**config.mk**
```make
export PLATFORM = sky130hd
export DESIGN_NAME = mmio_counter_bank_flat
export DESIGN_NICKNAME = d
export VERILOG_FILES = /design/src/rtl/mmio_counter_bank_pkg.sv /design/src/rtl/mmio_counter_bank_if.sv /design/src/rtl/mmio_counter.sv /design/src/rtl/mmio_counter_bank.sv /design/src/flat_wrapper.sv
export SDC_FILE = /design/constraint.sdc
export NUM_CORES = 1
export LEC_CHECK = 0
export BUFFER_PORTS_ARGS = -buffer_cell sky130_fd_sc_hd__buf_2
export CAP_MARGIN = 20
export CORE_MARGIN = 3
export CORE_UTILIZATION = 30
export CTS_CLUSTER_SIZE = 28
export DETAILED_ROUTE_END_ITERATION = 16
export MAX_ROUTING_LAYER = met4
export SETUP_SLACK_MARGIN = 0.3
export SKIP_CTS_REPAIR_TIMING = 1
export SLEW_MARGIN = 10
export SYNTH_ARGS = -nofsm -noshare
export SYNTH_HDL_FRONTEND = slang
export SYNTH_SLANG_ARGS = --single-unit
```
**constraint.sdc**
```tcl
create_clock -name i_clk -period 3.6 [get_ports i_clk]
set_clock_uncertainty 0.05 [all_clocks]
set_input_delay 0.18 -clock i_clk [delete_from_list [all_inputs] [get_ports i_clk]]
set_output_delay 0.18 -clock i_clk [all_outputs]
set_load 0.01 [all_outputs]
```
**src/rtl/mmio_counter_bank_pkg.sv**
```systemverilog
// Shared memory map and read-decode helper for the MMIO counter bank.
// Memory-stage control imports this package so its decode matches the bank's.
package mmio_counter_bank_pkg;

  localparam logic [31:0] MMIO_RST_ADDR = 32'h8000_0018;
  localparam logic [31:0] MMIO_CNT_BASE = 32'h8000_0040;

  typedef enum logic [3:0] {
    CNT_CYCLE   = 4'd0,
    CNT_INST    = 4'd1,
    CNT_BRANCH  = 4'd2,
    CNT_CORRECT = 4'd3
  } cnt_id_e;

  typedef struct packed {
    logic       hit;
    logic       hi;
    logic [3:0] idx;
  } rd_dec_t;

  // The offset is unsigned, so an address below the base wraps high and misses.
  function automatic rd_dec_t decode_rd(input logic [31:0] addr, input logic [31:0] base,
                                        input int unsigned num_cnt,
                                        input int unsigned cnt_bytes);
    logic [31:0] off;
    rd_dec_t     d;
    d     = '0;
    off   = addr - base;
    d.hit = (addr[1:0] == 2'b00) && (off < num_cnt * cnt_bytes);
    d.idx = (cnt_bytes == 8) ? off[6:3] : off[5:2];
    d.hi  = (cnt_bytes == 8) && off[2];
    return d;
  endfunction

endpackage

```
**src/rtl/mmio_counter_bank_if.sv**
```systemverilog
// Memory-stage access bus into the counter bank: address, load/store strobes,
// store data, and the registered read return.
interface mmio_counter_bank_if;
  logic [31:0] mem_addr;
  logic        ld_en;
  logic        st_en;
  logic [31:0] st_data;
  logic [31:0] rd_data;
  logic        rd_hit;

  modport master (output mem_addr, ld_en, st_en, st_data, input rd_data, rd_hit);
  modport slave  (input mem_addr, ld_en, st_en, st_data, output rd_data, rd_hit);
endinterface

```
**src/rtl/mmio_counter.sv**
```systemverilog
// Single free-running event counter; a clear in the same cycle as an
// increment wins, so the counter lands on zero.
module mmio_counter #(
  parameter int unsigned CNT_W = 32
) (
  input  logic             i_clk,
  input  logic             i_rst,
  input  logic             i_inc,
  input  logic             i_clr,
  output logic [CNT_W-1:0] o_cnt
);

  logic [CNT_W-1:0] r_cnt;

  always_ff @(posedge i_clk) begin
    if (i_rst) begin
      r_cnt <= '0;
    end else if (i_clr) begin
      r_cnt <= '0;
    end else if (i_inc) begin
      r_cnt <= r_cnt + CNT_W'(1);
    end
  end

  assign o_cnt = r_cnt;

endmodule

```
**src/rtl/mmio_counter_bank.sv**
```systemverilog
// Bank of NUM_CNT read-only MMIO counters with selective clear and a registered read port.
// MMIO_CNT_HI_LATCH_EN (CNT_W=64 only) adds a shadow making low-then-high reads tear-free.
module mmio_counter_bank
  import mmio_counter_bank_pkg::*;
#(
  parameter int unsigned CNT_W    = 32,
  parameter int unsigned NUM_CNT  = 4,
  parameter logic [31:0] CNT_BASE = MMIO_CNT_BASE,
  parameter logic [31:0] RST_ADDR = MMIO_RST_ADDR
) (
  input  logic               i_clk,
  input  logic               i_rst,
  input  logic [NUM_CNT-1:0] i_cnt_inc,
  mmio_counter_bank_if.slave bus
);

  localparam int unsigned CNT_BYTES = CNT_W / 8;

  rd_dec_t            w_dec;
  logic               w_rd_hit;
  logic               w_clr_hit;
  logic [NUM_CNT-1:0] w_clr_mask;
  logic [NUM_CNT-1:0] w_clr;
  logic [CNT_W-1:0]   w_cnt [NUM_CNT];
  logic [CNT_W-1:0]   w_sel;
  logic [31:0]        w_word;
  logic               w_unused;
  logic [31:0]        r_rd_data;
  logic               r_rd_hit;

  assign w_dec     = decode_rd(bus.mem_addr, CNT_BASE, NUM_CNT, CNT_BYTES);
  assign w_rd_hit  = bus.ld_en & w_dec.hit;
  assign w_clr_hit = bus.st_en && (bus.mem_addr == RST_ADDR);
  // An all-zero mask clears everything so legacy "store 0" software still works.
  assign w_clr_mask = (bus.st_data[NUM_CNT-1:0] == '0) ? '1 : bus.st_data[NUM_CNT-1:0];
  assign w_clr      = w_clr_hit ? w_clr_mask : '0;
  assign w_unused   = ^{bus.st_data, w_dec.hi};

  for (genvar gi = 0; gi < NUM_CNT; gi++) begin : g_cnt
    mmio_counter #(.CNT_W(CNT_W)) u_cnt (
      .i_clk (i_clk),
      .i_rst (i_rst),
      .i_inc (i_cnt_inc[gi]),
      .i_clr (w_clr[gi]),
      .o_cnt (w_cnt[gi])
    );
  end

  always_comb begin
    w_sel = '0;
    for (int i = 0; i < NUM_CNT; i++) begin
      if (w_dec.idx == 4'(i)) w_sel = w_cnt[i];
    end
  end

  if (CNT_W == 64) begin : g_w64
`ifdef MMIO_CNT_HI_LATCH_EN
    logic [31:0] r_shadow;
    logic [3:0]  r_shadow_idx;
    logic        r_shadow_vld;
    logic        w_shadow_clr;
    logic        w_shadow_use;

    always_comb begin
      w_shadow_clr = 1'b0;
      for (int i = 0; i < NUM_CNT; i++) begin
        if (w_clr[i] && (r_shadow_idx == 4'(i))) w_shadow_clr = 1'b1;
      end
    end

    assign w_shadow_use = r_shadow_vld && (r_shadow_idx == w_dec.idx);

    // A low-word load capturing the shadow takes priority over a clear of the held counter.
    always_ff @(posedge i_clk) begin
      if (i_rst) begin
        r_shadow     <= '0;
        r_shadow_idx <= '0;
        r_shadow_vld <= 1'b0;
      end else if (w_rd_hit && !w_dec.hi) begin
        r_shadow     <= w_sel[63:32];
        r_shadow_idx <= w_dec.idx;
        r_shadow_vld <= 1'b1;
      end else if (w_shadow_clr) begin
        r_shadow <= '0;
      end
    end

    assign w_word = !w_dec.hi ? w_sel[31:0] : (w_shadow_use ? r_shadow : w_sel[63:32]);
`else
    assign w_word = w_dec.hi ? w_sel[63:32] : w_sel[31:0];
`endif
  end else begin : g_w32
    assign w_word = w_sel[31:0];
  end

  always_ff @(posedge i_clk) begin
    if (i_rst) begin
      r_rd_data <= '0;
      r_rd_hit  <= 1'b0;
    end else begin
      r_rd_hit <= w_rd_hit;
      if (w_rd_hit) r_rd_data <= w_word;
    end
  end

  assign bus.rd_data = r_rd_data;
  assign bus.rd_hit  = r_rd_hit;

endmodule
```
**src/flat_wrapper.sv**
```systemverilog
// flat-port wrapper written by rule: the top's interface ports become plain ports
module mmio_counter_bank_flat import mmio_counter_bank_pkg::*;
#(
  parameter int unsigned CNT_W    = 32,
  parameter int unsigned NUM_CNT  = 4,
  parameter logic [31:0] CNT_BASE = MMIO_CNT_BASE,
  parameter logic [31:0] RST_ADDR = MMIO_RST_ADDR
)
  (i_clk, i_rst, i_cnt_inc, bus_mem_addr, bus_ld_en, bus_st_en, bus_st_data, bus_rd_data, bus_rd_hit);
  mmio_counter_bank_if bus_i ();
  input  logic i_clk;
  input  logic i_rst;
  input  logic [NUM_CNT-1:0] i_cnt_inc;
  input wire logic [$bits(bus_i.mem_addr)-1:0] bus_mem_addr;
  input wire logic [$bits(bus_i.ld_en)-1:0] bus_ld_en;
  input wire logic [$bits(bus_i.st_en)-1:0] bus_st_en;
  input wire logic [$bits(bus_i.st_data)-1:0] bus_st_data;
  output wire logic [$bits(bus_i.rd_data)-1:0] bus_rd_data;
  output wire logic [$bits(bus_i.rd_hit)-1:0] bus_rd_hit;
  assign bus_i.mem_addr = bus_mem_addr;
  assign bus_i.ld_en = bus_ld_en;
  assign bus_i.st_en = bus_st_en;
  assign bus_i.st_data = bus_st_data;
  assign bus_rd_data = bus_i.rd_data;
  assign bus_rd_hit = bus_i.rd_hit;
  mmio_counter_bank #(.CNT_W(CNT_W), .NUM_CNT(NUM_CNT), .CNT_BASE(CNT_BASE), .RST_ADDR(RST_ADDR)) u_core (.i_clk(i_clk), .i_rst(i_rst), .i_cnt_inc(i_cnt_inc), .bus(bus_i));
endmodule
```
==> out/qor.yml <==
place_hpwl_um: 13800
fin_crit_ps: 2180
wl_per_cell_um: 14.8
avgSynthCellArea_um2: 9.28
synth_commonest_cells: "dfxtp_1 (161), nor2_1 (145), xor2_1 (76), nand2_1 (72), nand4_1 (50)"
critical_path_class: "register to register"
rsz0062_at_grt: "false"
synthCells: 863
core_mm2: 0.0261
finalWirelength_um: 18900
grt_max_degree: 39
final_max_slew_viol_count: 0
arrival_ps: 2490
drc: 0
clock-sinks: 161
yosysSeqAreaShare: 0.403
clock_latency_ps: 430
worstMarginPinSlew_ps: 810
grt_pass1_vias: 5905
synthFlopType: "dfxtp_1"
slew-limit-headroom: 0.456
max_freq_ghz: 0.460
end_kind: "register"
root_buffer: "clkbuf_16"
multi_input_area_mm2: 0.00455
finalPower_uw: 3830
cts-buffers-inserted: 17
vias: 6267
regArea_mm2: 0.00322
hp-class: "primary input to register"
ys_ff_latch: 161
async_flop_share: 0
cts.path.max_buffers: 2
p_leak_uw: 0.00324
overflow: 0
status: "finished, final reports clean"
diodes: 0
hold_depth: 3
synth_area_mm2: 0.00801
fill_cells: 2640
nets: 1003
viasPerCell: 4.92
hold_slack_ps: 36.2
irDropWorstVdd_mv: 0.242
die_h_um: 169
synth_nets: 939
synth_most_common_cell: "dfxtp_1"
cts_max_level: 4
place_congestion: 0.809
cp_max_fo: 5
synth.distinct_cells: 38
fp.dieW_um: 169
initial_utilization: 0.306
antenna_found_initial: 0
p_per_area_mw_per_mm2: 411
yosys.area.top_type_share: 0.403
grt_usage: 0.138
areaGrowthSynthToFinish_pct: 16.3
ff2ff_path_depth: 5
yosys-top-cells-area: "dfxtp_1 (40%), mux4_2 (9.0%), xor2_1 (8.3%)"
ant_nets: 0
clk_pin_slew_ps: 60
pin_count: 105
layout-drive-gt1-share: 0.178
dieArea_mm2: 0.0287
required_ps: 3920
port_buffers: 76
setup_viol: 0
finalCritPeriodShare: 0.604
drt_iter0_drc: 358
grt_pass1_wl_um: 30800
startpoint_type: "register"
synth_edf_count: 0
drt_first_pass_iters: 4
cts_tree: "yes"
ys_warn_count: 0
tns_ps: 0
rows: 59
synth.largest_area_cell: "dfxtp_1"
hold_viol: 0
maxCapViolCount: 0
layer usage:
metal,track usage,share of wire,vias up
li1,-,-,3139
met1,0.183,0.49,2965
met2,0.215,0.45,140
met3,0.0175,0.045,23
met4,0.0512,0.018,0
met5,-,0,-
report_power, final:
part	total [uW]	internal [uW]	switching, uW
clock	1860	1140	723
combinational	158	66.9	90.8
sequential	1810	1790	15.0
total	3830	3000	829
metrics by stage:
step / setup slack, ps / util / instance area (um2) / std cells
floorplan: 1600 / - / 8010 / 863
global placement: 1220 / 0.333 / 8710 / 1243
detailed placement: 1170 / 0.333 / 8710 / 1243
CTS: 1370 / 0.356 / 9310 / 1275
global route: 1180 / 0.356 / 9310 / 1275
finish: 1420 / 0.356 / 9310 / 1275
registers in the layout (all words and copies together), names as in the netlist:
name / cells
u_core.g_cnt.u_cnt.o_cnt: 128
u_core.bus.rd_hit: 1
u_core.bus.rd_data: 32
layout make-up:
class,count,area share
clock inverters,10,0.0142
inverters,7,0.00282
repair buffers,90,0.0521
flip-flops and latches,161,0.346
well taps,335,0.0450
multi-input cells,650,0.489
clock buffers,22,0.0509
worst paths after layout:
check	slack (ps)	start	end
hold reg to reg	420	u_core.bus.rd_data[19]	u_core.bus.rd_data[19]
setup reg to reg	1420	u_core.g_cnt[0].u_cnt.o_cnt[2]	u_core.g_cnt[0].u_cnt.o_cnt[25]
hold / removal	40	i_cnt_inc[2]	u_core.g_cnt[2].u_cnt.o_cnt[1]
setup / recovery	1420	u_core.g_cnt[0].u_cnt.o_cnt[2]	u_core.g_cnt[0].u_cnt.o_cnt[25]
placed cells by master (no fill, tap or decap), types with 2 or more instances in the layout:
cell type,count
bufinv_16,3
nand2b_1,32
nor2_1,145
clkinv_2,4
xor2_1,76
nand4_1,50
clkbuf_1,2
clkbuf_8,3
nor4_2,4
or3_1,9
a21oi_1,9
nor4_1,8
xnor2_1,39
o21ai_0,11
ha_1,4
and2_1,8
and3_1,14
mux4_2,32
buf_4,14
nand2_2,2
nor3_1,19
o21bai_2,4
and4_1,22
nor4b_1,2
nand3_1,40
dfxtp_1,161
clkbuf_16,17
clkinvlp_4,3
buf_2,76
inv_1,7
nand2_1,72
mux2i_1,36
logic make-up after synthesis:
kind of cell | share of synthesized area
xor gates and xnor gates | 0.126
and+or+nand+nor | 0.282
muxes | 0.135
DFF | 0.403
adders and majority gates | 0.00625
AOI/OAI and AO/OA | 0.0191
buffers and inverters | 0.0295
critical path, stage by stage (launching register included):
cell and delay [ps]:
dfxtp_1 430, nand4_1 150, nor3_1 680, nand3_1 300
or3_1 370, a21oi_1 140
Power figures use the tool's default switching activity.
